$ cat src/rtl/regfile_arbiter.sv
// Register-file port arbiter: clears the 8x8 file after reset, then passes core
// traffic through and slots debug reads/writes into idle cycles or starved cycles.
module regfile_arbiter #(
  parameter int STARVE_LIMIT = 4
) (
  input  logic       clk,
  input  logic       reset,
  input  logic [2:0] core_src_a,
  input  logic [2:0] core_src_b,
  input  logic [2:0] core_dst,
  input  logic       core_we,
  input  logic [7:0] core_data,
  input  logic       core_idle,
  output logic       core_stall,
  input  logic       dbg_req_valid,
  input  logic       dbg_req_write,
  input  logic [2:0] dbg_req_addr,
  input  logic [7:0] dbg_req_data,
  output logic       dbg_req_ready,
  output logic       dbg_rsp_valid,
  output logic [7:0] dbg_rsp_data,
  output logic [2:0] rf_src_a,
  output logic [2:0] rf_src_b,
  output logic [2:0] rf_dst,
  output logic       rf_we,
  output logic [7:0] rf_in,
  input  logic [7:0] rf_out_a,
  output logic       init_done
);
  localparam int SW = (STARVE_LIMIT < 1) ? 1 : $clog2(STARVE_LIMIT + 1);
  localparam logic [SW-1:0] LIMIT = SW'(STARVE_LIMIT);
  localparam logic [0:0] CLEAR = 1'b0;
  localparam logic [0:0] RUN   = 1'b1;

  logic [0:0]    state;
  logic [2:0]    clr_idx;
  logic [SW-1:0] starve_cnt;
  logic          run, grant, rd_grant;
  logic          rsp_vld_q;
  logic [7:0]    rsp_data_q;

  // Reset is folded in combinationally so a held reset presents CLEAR at index 0.
  assign run      = (state == RUN) & ~reset;
  assign grant    = run & dbg_req_valid & (core_idle | (starve_cnt == LIMIT));
  assign rd_grant = grant & ~dbg_req_write;

  always_ff @(posedge clk) begin
    if (reset) begin
      state      <= CLEAR;
      clr_idx    <= '0;
      starve_cnt <= '0;
      rsp_vld_q  <= 1'b0;
      rsp_data_q <= '0;
    end else begin
      rsp_vld_q <= rd_grant;
      if (rd_grant) rsp_data_q <= rf_out_a;
      if (state == CLEAR) begin
        clr_idx    <= clr_idx + 3'd1;
        starve_cnt <= '0;
        if (clr_idx == 3'd7) state <= RUN;
      end else if (dbg_req_valid & ~grant) begin
        if (starve_cnt != LIMIT) starve_cnt <= starve_cnt + 1'b1;
      end else begin
        starve_cnt <= '0;
      end
    end
  end

  always_comb begin
    rf_src_a   = core_src_a;
    rf_src_b   = core_src_b;
    rf_dst     = core_dst;
    rf_we      = core_we;
    rf_in      = core_data;
    core_stall = 1'b0;
    if (!run) begin
      rf_src_a   = '0;
      rf_src_b   = '0;
      rf_dst     = reset ? 3'd0 : clr_idx;
      rf_we      = 1'b1;
      rf_in      = '0;
      core_stall = 1'b1;
    end else if (grant) begin
      // A granted slot taken from a busy core must stall it so no write is lost.
      core_stall = ~core_idle;
      if (dbg_req_write) begin
        rf_we  = 1'b1;
        rf_dst = dbg_req_addr;
        rf_in  = dbg_req_data;
      end else begin
        rf_we    = 1'b0;
        rf_src_a = dbg_req_addr;
        rf_in    = '0;
      end
    end
  end

  assign dbg_req_ready = grant;
  assign dbg_rsp_valid = rsp_vld_q & ~reset;
  assign dbg_rsp_data  = rsp_data_q;
  assign init_done     = run;
endmodule

$ cat config.mk
export PLATFORM = sky130hd
export DESIGN_NAME = regfile_arbiter
export DESIGN_NICKNAME = d
export VERILOG_FILES = /design/src/rtl/regfile_arbiter.sv
export SDC_FILE = /design/constraint.sdc
export NUM_CORES = 1
export LEC_CHECK = 0
export BUFFER_PORTS_ARGS = -buffer_cell sky130_fd_sc_hd__buf_2
export CAP_MARGIN = 20
export CORE_MARGIN = 2
export CORE_UTILIZATION = 42
export DETAILED_ROUTE_END_ITERATION = 10
export GPL_TIMING_DRIVEN = 0
export PLACE_DENSITY = 0.8
export SYNTH_ARGS = -nofsm -noshare
export SYNTH_HDL_FRONTEND = slang
export SYNTH_SLANG_ARGS = --single-unit
$ cat constraint.sdc
create_clock -name clk -period 1.73 [get_ports clk]
set_input_delay 0.2595 -clock clk [delete_from_list [all_inputs] [get_ports clk]]
set_output_delay 0.2595 -clock clk [all_outputs]
set_load 0.005 [all_outputs]
==> results.py, run 1 <==
metrics = {
    "final_layout": {
        "final.fill_count": 205,
        "mostFrequentLayoutCells": "buf_2 (72), nand4_1 (22), nand2_1 (15)",
        "n_antenna_cell": 0,
        "nets": 268,
        "final_core_util": 0.6919,
        "drive_above_1_share": 0.5204,
        "layout_commonest_cell": "buf_2",
        "stdcell_count": 251,
        "syn_to_final_growth_pct": 56.21,
    },
    "synth": {
        "synthCells": 138,
        "yosysSeqAreaShare": 0.2919,
        "yosysTopAreaCell": "dfxtp_1",
        "yosysWarningCount": 0,
        "syn-cell-area_um2": 1097,
        "yosysUniqueCellTypes": 32,
        "synth_seq_cells": 16,
        "synth.top_cell.area_share": 0.2919,
        "synth_area_leaders": "dfxtp_1 (29%), nand4_1 (13%), o311ai_1 (7.2%), nand2_1 (5.5%), ha_1 (4.6%)",
        "syn_avg_cell_area_um2": 7.951,
        "syn_nets": 184,
    },
    "placement": {
        "place_inst": 238,
        "pre_cts_ws_ns": -0.1583,
        "dpl.hpwl_um": 2759,
        "gp_congestion": 0.8149,
        "port_buffers": 70,
    },
    "sta": {
        "setup_viol": 15,
        "worstMarginPinSlew_ns": 0.4203,
        "finalCritPeriodShare": 1.107,
        "maxSlewViolCount": 0,
        "tns_ns": -1.890,
        "layout_setup_ws_ns": -0.1847,
        "layout_min_cycle_time_ns": 1.915,
        "skew_ns": 0.009275,
        "slew_headroom": 0.7198,
        "grt_setup_unrepaired": "yes",
        "max_freq_mhz": 522.3,
        "hold_viol": 0,
    },
    "clocking": {
        "root_buffer": "clkbuf_4",
        "clockBufferDepth": 2,
        "htreeDepth": 1,
        "clk_pin_slew_worst_paths_ns": 0.11,
        "cts_tree": "yes",
        "numCtsBuffers": 3,
        "cts_sinks": 16,
        "clk_latency_ns": 0.29,
    },
    "global_route": {
        "grt_usage": 0.2782,
        "grt_max_degree": 11,
        "grt_first_pass_wirelength_um": 6058,
        "grt-ovfl-total": 0,
        "first_global_vias": 1339,
        "antenna_found_initial": 0,
    },
    "pwr": {
        "leakage_uw": 0.0008860,
        "p_per_area_nw_per_um2": 471.2,
        "peakVddDrop_uv": 423.5,
    },
    "drt": {
        "first_pass_iters": 4,
        "routedWlPerCell_um": 16.63,
        "drc": 0,
        "dr.first_iter.drc_count": 62,
        "drt-vias-per-instance": 5.873,
        "antenna_left": 0,
        "vias": 1474,
        "wirelength_um": 4173,
    },
    "status": {
        "violations": "negative setup slack",
        "status": "finished with violations",
    },
    "critical_path": {
        "cp_cell_sequence": "inv_2 > ha_4 > a21oi_4 > buf_6 > o31ai_4 > a311oi_2 > buf_2",
        "worstPathRequired_ns": 1.47,
        "slowest_stage": "dfxtp_2",
        "slowest_delay_ns": 0.36,
        "startpoint_type": "register",
        "worstPathArrival_ns": 1.66,
        "worstPathMaxFanout": 3,
        "cp-end-kind": "output port",
        "path_class": "reg -> out",
    },
    "die": {
        "initial_utilization": 0.4429,
        "die_w_um": 55.12,
        "die_h_um": 55.12,
        "dieArea_um2": 3038,
        "io_pins": 72,
        "rows": 18,
        "core_um2": 2477,
    },
    "worst_hold_path": {
        "min_path_type": "in -> reg",
    },
    "run": {
        "drv_cap": 0,
    },
}
-- synthesized netlist by cell type, drive strengths merged --
| library cell | instances |
|---|---|
| nand4 | 22 |
| nand2 | 17 |
| dfxtp | 16 |
| buf | 11 |
| o311ai | 11 |
| a21oi | 9 |
| nor2 | 9 |
| o21ai | 9 |
| inv | 7 |
| ha | 4 |
| and2 | 3 |
| clkbuf | 3 |
| mux2i | 3 |
| a2111oi | 2 |
| nor3 | 2 |
| o211ai | 2 |
| a211o | 1 |
| a21o | 1 |
| a311oi | 1 |
| and3b | 1 |
| nand3b | 1 |
| nor2b | 1 |
| o31ai | 1 |
| xor2 | 1 |
-- critical path, delay by kind of cell (launching register included) --
| family | cells | cell delay (ns) |
|---|---|---|
| adders and majority gates | 1 | 0.17 |
| AOI/OAI and AO/OA | 3 | 0.48 |
| DFF | 1 | 0.36 |
| buffers and inverters | 3 | 0.35 |
-- state kept, by name (all words and copies together), names as in the netlist --
signal and cells:
dbg_rsp_data 8, clr_idx 3, starve_cnt 3, rsp_vld_q 1
state 1
-- path summary, 6_finish.rpt --
kind,from,end,slack (ns),depth (start not counted)
min reg2reg,dbg_rsp_data[5]$_SDFFE_PP0P_,dbg_rsp_data[5]$_SDFFE_PP0P_,0.47,2
max reg2reg,starve_cnt[0]$_SDFFE_PP0N_,dbg_rsp_data[0]$_SDFFE_PP0P_,0.09,8
max,starve_cnt[0]$_SDFFE_PP0N_,rf_dst[0],-0.18,7
min,reset,clr_idx[1]$_SDFFE_PP0N_,0.16,2
-- logic make-up (layout without fill, tap and decap cells) --
logic type	after synthesis	in the layout	share of synthesized area
muxes	3	3	0.02737
buffers and inverters	21	104	0.1129
and+or+nand+nor	56	56	0.2748
adders and majority gates	4	4	0.04561
AOI/OAI and AO/OA	37	37	0.2395
DFF	16	16	0.2919
xor gates and xnor gates	1	1	0.007983
-- power breakdown --
group          internal, uW  switching [uW]  total (uW)
clock network           128             131         259
logic                  80.2            87.1         167
registers               375            6.23         382
-- layer usage --
layer	track usage	share of wire	vias to the layer above	wire length (um)
met2	0.4722	0.54	72	2248
met1	0.3328	0.38	699	1576
met3	0.04301	0.064	12	269
met4	0.1545	0.019	0	79
li1	-	-	691	-
met5	0	0	-	0
-- repair_timing --
item,4_1_cts,5_1_grt
setup endpoints to repair,17,17
resized for setup,31,11
setup buffers,7,1
hold buffers,0,0
pin swaps,11,7
gates cloned,1,0
-- through the flow --
| stage | power [uW] | hold WS (ns) | area [um2] |
|---|---|---|---|
| CTS | 791.0 | 0.1586 | 1673 |
| detailed placement | 520.1 | 0.4556 | 1485 |
| global placement | 513.9 | 0.4388 | 1485 |
| global route | 844.4 | 0.1587 | 1714 |
| finish | 807.8 | 0.1591 | 1714 |
| floorplan | 448.4 | 0.3361 | 1097 |
-- layout make-up --
cell class	instances	area (um2)	share of cell area
inverter	7	26.28	0.01533
multi-input combinational	101	725.7	0.4234
sequential	16	325.3	0.1898
tap	30	37.54	0.02190
timing repair buffer	79	425.4	0.2482
buffer	14	137.6	0.08029
clock buffer	4	36.28	0.02117
Power figures use the tool's default switching activity.
==> inputs of run 2 (changes only) <==
--- a/config.mk
+++ b/config.mk
@@ -5,7 +5,7 @@
 export SDC_FILE = /design/constraint.sdc
 export NUM_CORES = 1
 export LEC_CHECK = 0
-export BUFFER_PORTS_ARGS = -buffer_cell sky130_fd_sc_hd__buf_2
+export BUFFER_PORTS_ARGS = -buffer_cell sky130_fd_sc_hd__buf_4
 export CAP_MARGIN = 20
 export CORE_MARGIN = 2
 export CORE_UTILIZATION = 42
==> constraint.sdc (replaced) <==
create_clock -name clk -period 2.1 [get_ports clk]
set_input_delay 0.315 -clock clk [delete_from_list [all_inputs] [get_ports clk]]
set_output_delay 0.315 -clock clk [all_outputs]
set_load 0.005 [all_outputs]
==> run 2 against run 1 <==
  * Clock skew is 0.0025 ns lower
  * The flow now finishes without violations
  * Power shrank 18%
  * Die area did not move
  * Flip-flop and latch count unchanged
  * Utilization rose by 1.6 points
  * Critical path depth unchanged
  * Register-to-register slack gained 0.69 ns
  * Highest routed layer unchanged
  * Worst setup slack gained 0.31 ns
  * Critical path type unchanged
  * First-iteration DRC count is 69% lower
  * Non-clock buffer count shrank 8
  * Global-route usage down 3.1 points
  * Via count shrank 8.5%
==> results.py, run 2 (same netlist as run 1, synthesis figures left out) <==
metrics = {
    "final_layout": {
        "drive_above_1_share": 0.4601,
        "layout_commonest_cell": "buf_4",
        "largest_reg_flops": 8,
        "mostFrequentLayoutCells": "buf_4 (73), nand4_1 (22), nand2_1 (16)",
        "n_antenna_cell": 0,
        "syn_to_final_growth_pct": 59.86,
        "seqCellArea_um2": 321.6,
        "final.fill_count": 214,
        "multiInputGateArea_um2": 685.7,
        "nets": 260,
    },
    "critical_path": {
        "cp-end-kind": "output port",
        "worst-r2r-cell-count": 6,
        "worstPathRequired_ns": 1.78,
        "path_class": "reg -> out",
        "startpoint_type": "register",
        "worstPathArrival_ns": 1.66,
        "worstPathMaxFanout": 10,
        "reg2reg_from": "starve_cnt[0]$_SDFFE_PP0N_",
        "r2r_slack_ns": 0.78,
        "rr_endpoint": "dbg_rsp_data[2]$_SDFFE_PP0P_",
    },
    "sta": {
        "worstMarginPinSlew_ns": 0.4092,
        "layout_min_cycle_time_ns": 1.971,
        "grt_setup_unrepaired": "no",
        "maxSlewViolCount": 0,
        "slew_headroom": 0.7272,
        "layout_setup_ws_ns": 0.1295,
        "skew_ns": 0.006755,
        "setup_viol": 0,
        "hold_viol": 0,
        "tns_ns": 0,
        "max_freq_mhz": 507.5,
        "finalCritPeriodShare": 0.9383,
    },
    "die": {
        "dieArea_um2": 3038,
        "die_h_um": 55.12,
        "initial_utilization": 0.4429,
        "core_um2": 2477,
        "io_pins": 72,
        "rows": 18,
        "die_w_um": 55.12,
    },
    "drt": {
        "antenna_left": 0,
        "drt-vias-per-instance": 5.547,
        "drc": 0,
        "dr.first_iter.drc_count": 19,
        "vias": 1348,
        "first_pass_iters": 4,
        "routedWlPerCell_um": 14.59,
        "wirelength_um": 3545,
    },
    "clocking": {
        "cts_tree": "yes",
        "ctsHoldBuffers": 0,
        "clk_pin_slew_worst_paths_ns": 0.10,
        "clk_latency_ns": 0.29,
        "root_buffer": "clkbuf_4",
        "clockBufferDepth": 2,
        "numCtsBuffers": 3,
        "htreeDepth": 1,
        "cts_sinks": 16,
    },
    "placement": {
        "gp_congestion": 0.7701,
        "dpl.hpwl_um": 2842,
        "pre_cts_ws_ns": 0.1379,
        "port_buffers": 70,
    },
    "pwr": {
        "leakage_uw": 0.0008503,
        "peakVddDrop_uv": 507.9,
        "p_per_area_nw_per_um2": 375.8,
    },
    "global_route": {
        "antenna_found_initial": 0,
        "use_met3": 0.08602,
        "grt_max_degree": 11,
        "first_global_vias": 1253,
        "grt.busiest_layer": "met2",
        "grt_first_pass_wirelength_um": 5444,
        "grt_util_met2": 0.4306,
        "grt-ovfl-total": 0,
        "met1_usage": 0.2846,
        "grt_usage": 0.2471,
    },
    "worst_hold_path": {
        "min_path_type": "in -> reg",
        "hp-start": "reset",
        "holdPathStages": 2,
        "min_to": "clr_idx[1]$_SDFFE_PP0N_",
    },
    "run": {
        "drv_cap": 0,
    },
    "status": {
        "status": "finished, final reports clean",
    },
}
==> run 2: report_power, final <==
part | internal [uW] | switching [uW]
clock | 106 | 99.9
combinational | 78.8 | 60.3
sequential | 309 | 5.37
==> run 2: final cells by class <==
cell class | count | area share
inverters | 7 | 0.01498
well taps | 30 | 0.02140
flip-flops and latches | 16 | 0.1833
clock buffers | 4 | 0.02068
plain buffers | 14 | 0.06491
multi-input cells | 101 | 0.3909
repair buffers | 71 | 0.3039
==> run 2: stage by stage <==
step	utilization	hold slack [ns]	cells	instance area, um2	total power (uW)
floorplan	-	0.3916	138	1097	369.4
global placement	0.6702	0.4388	238	1660	447.0
detailed placement	0.6702	0.4603	238	1660	452.5
CTS	0.6919	0.2147	243	1714	657.1
global route	0.7081	0.2178	243	1754	691.5
finish	0.7081	0.2151	243	1754	659.3
==> run 2: how the worst max path moves through the flow <==
stage                     cells after the start                        from  slack (ns)   endpoint
after floorplan                               6  starve_cnt[0]$_SDFFE_PP0N_        0.43  rf_dst[0]
after global placement                        7  starve_cnt[0]$_SDFFE_PP0N_        0.21  rf_dst[0]
after detailed placement                      7  starve_cnt[0]$_SDFFE_PP0N_        0.14   rf_in[2]
after global routing                          6            state$_SDFF_PP0_        0.02   rf_in[0]
final                                         7  starve_cnt[0]$_SDFFE_PP0N_        0.13  rf_dst[0]
after CTS                                     7  starve_cnt[0]$_SDFFE_PP0N_       0.004  rf_dst[0]
==> run 2: per-layer routing <==
layer	wire (um)	up-vias
met5	0	-
met4	31	0
met3	211	6
met2	1882	46
met1	1420	623
li1	-	673
==> run 2: what timing repair did <==
item	in CTS	in global routing
pin swaps	1	2
resized for setup	4	11
endpoints found under the setup margin	11	13
buffers inserted	1	0
==> run 2: worst max-delay path: stages (launching register included) <==
cell      delay, ns
dfxtp_2        0.35
inv_1          0.07
ha_4           0.18
a21oi_4        0.15
buf_6          0.15
o31ai_1        0.07
a311oi_1       0.24
buf_4          0.16
==> inputs of run 3 (changes only) <==
--- a/config.mk
+++ b/config.mk
@@ -11,7 +11,7 @@
 export CORE_UTILIZATION = 42
 export DETAILED_ROUTE_END_ITERATION = 10
 export GPL_TIMING_DRIVEN = 0
-export PLACE_DENSITY = 0.8
+export PLACE_DENSITY_LB_ADDON = 0.08
 export SYNTH_ARGS = -nofsm -noshare
 export SYNTH_HDL_FRONTEND = slang
 export SYNTH_SLANG_ARGS = --single-unit
==> run 3 against run 2 <==
  * Utilization is 0.30 points lower
  * Flip-flop and latch count unchanged
  * First-iteration DRC count grew 37%
  * Cell count increased by 0.41%
  * Clock skew decreased by 0.0026 ns
  * Non-clock buffer count rose by 2
  * Worst hold slack gained 0.010 ns
  * Global-route usage decreased by 2.0 points
  * Sequential power about the same
  * Design area decreased by 0.43%
==> results.py, run 3 (same netlist as run 1, synthesis figures left out) <==
metrics = {
    "worst_hold_path": {
        "holdPathStages": 2,
        "hp-start": "reset",
        "min_path_type": "in -> reg",
        "min_to": "state$_SDFF_PP0_",
    },
    "drt": {
        "dr_wl_met3_um": 247,
        "wl_met1_um": 1411,
        "drt-vias-per-instance": 5.557,
        "wirelength_um": 3390,
        "top_layer": "met4",
        "dr.first_iter.drc_count": 26,
        "wl_met2_um": 1661,
        "first_pass_iters": 6,
        "antenna_left": 0,
        "vias": 1356,
        "routedWlPerCell_um": 13.89,
        "drc": 0,
    },
    "placement": {
        "port_buffers": 70,
        "gp_congestion": 0.8032,
        "dpl.hpwl_um": 2615,
    },
    "sta": {
        "skew_ns": 0.004167,
        "max_freq_mhz": 495.8,
        "timing.hold.ws_ns": 0.2251,
        "layout_min_cycle_time_ns": 2.017,
        "hold_viol": 0,
        "worstMarginPinSlew_ns": 0.3989,
        "setup_viol": 0,
        "finalCritPeriodShare": 0.9605,
        "slew_headroom": 0.7341,
        "maxSlewViolCount": 0,
    },
    "pwr": {
        "combPwrFrac": 0.223,
        "switching_share": 0.2585,
        "p_per_area_nw_per_um2": 350.6,
        "p_clk_frac": 0.265,
        "leakage_uw": 0.0008523,
        "switching_power_uw": 158.3,
        "peakVddDrop_uv": 360.3,
        "p_int_uw": 454.2,
        "p_seq_frac": 0.512,
    },
    "critical_path": {
        "path_class": "reg -> out",
        "worstPathMaxFanout": 4,
        "cp-end-kind": "output port",
        "worstPathArrival_ns": 1.70,
        "r2r_slack_ns": 0.81,
        "startpoint_type": "register",
        "worst-r2r-cell-count": 6,
        "reg2reg_from": "state$_SDFF_PP0_",
        "worstPathRequired_ns": 1.78,
        "rr_endpoint": "dbg_rsp_data[1]$_SDFFE_PP0P_",
    },
    "clocking": {
        "cts_tree": "yes",
        "clk_latency_ns": 0.28,
        "root_buffer": "clkbuf_4",
        "htreeDepth": 1,
        "cts_sinks": 16,
        "clk_pin_slew_worst_paths_ns": 0.09,
        "clockBufferDepth": 2,
        "numCtsBuffers": 3,
    },
    "final_layout": {
        "largest_reg_flops": 8,
        "drive_above_1_share": 0.4626,
        "final_core_util": 0.7051,
        "syn_to_final_growth_pct": 59.18,
        "n_antenna_cell": 0,
        "layout_commonest_cell": "buf_4",
        "mostFrequentLayoutCells": "buf_4 (75), nand4_1 (22), nand2_1 (16)",
        "nets": 262,
    },
    "global_route": {
        "grt_max_degree": 11,
        "grt-ovfl-total": 0,
        "antenna_found_initial": 0,
        "grt_usage": 0.2269,
        "first_global_vias": 1248,
        "grt_first_pass_wirelength_um": 5050,
    },
    "run": {
        "drv_cap": 0,
    },
    "die": {
        "rows": 18,
        "dieArea_um2": 3038,
        "initial_utilization": 0.4429,
        "io_pins": 72,
        "die_w_um": 55.12,
        "die_h_um": 55.12,
        "core_um2": 2477,
    },
    "status": {
        "status": "finished, final reports clean",
    },
}
## run 3: how the worst max path moves through the flow
| stage | start | to | slack [ns] | cells after the start |
|---|---|---|---|---|
| 6_report | starve_cnt[1]$_SDFFE_PP0N_ | rf_we | 0.08 | 7 |
| 3_3_place_gp | starve_cnt[0]$_SDFFE_PP0N_ | rf_dst[0] | 0.23 | 7 |
| 2_1_floorplan | starve_cnt[0]$_SDFFE_PP0N_ | rf_dst[0] | 0.43 | 6 |
| 4_1_cts | starve_cnt[0]$_SDFFE_PP0N_ | rf_dst[0] | 0.008 | 7 |
| 3_5_place_dp | starve_cnt[0]$_SDFFE_PP0N_ | rf_in[0] | 0.17 | 7 |
| 5_1_grt | starve_cnt[1]$_SDFFE_PP0N_ | rf_dst[0] | -0.001 | 7 |
## run 3: metrics by stage
stage / power (uW) / worst slack (ns) / setup TNS (ns) / instances / cell area (um2)
global placement: 446.1 / 0.2258 / 0 / 238 / 1660
detailed placement: 449.3 / 0.1713 / 0 / 238 / 1660
floorplan: 369.4 / 0.4326 / 0 / 138 / 1097
global route: 639.8 / -0.001231 / -0.002161 / 244 / 1747
finish: 612.5 / 0.08290 / 0 / 244 / 1747
CTS: 604.6 / 0.008344 / 0 / 241 / 1693
## run 3: repair_timing
item                       4_1_cts  5_1_grt
hold buffers                     0        0
setup buffers                    0        3
hold endpoints to repair         0        0
resized for setup                4        9
setup endpoints to repair       13       14
gates cloned                     0        0
pin swaps                        1        2
## run 3: power groups by stage
stage | registers, uW | clock network [uW] | logic, uW
6_report | 314 | 162 | 136
3_5_place_dp | 321 | 0 | 128
4_1_cts | 314 | 161 | 130
2_1_floorplan | 320 | 0 | 49.5
5_1_grt | 314 | 175 | 150
3_3_place_gp | 321 | 0 | 125
## run 3: cell type report
class / count / area (um2)
fillers: 205 / 730.7
multi-input cells: 101 / 679.4
repair buffers: 73 / 548.0
flip-flops and latches: 16 / 322.8
plain buffers: 14 / 110.1
well taps: 30 / 37.54
inverters: 7 / 26.28
clock buffers: 3 / 22.52
## run 3: routing by layer
metal / vias to the layer above / GRT usage
li1: 676 / -
met1: 613 / 0.2650
met2: 59 / 0.4008
met3: 8 / 0.04032
met4: 0 / 0.1016
met5: - / 0
## run 3: worst max-delay path: stages, from the launching register on
cell,delay [ns]
dfxtp_2,0.33
inv_1,0.09
ha_4,0.17
a21o_1,0.17
buf_4,0.13
nand2_1,0.09
a211o_1,0.30
buf_4,0.13
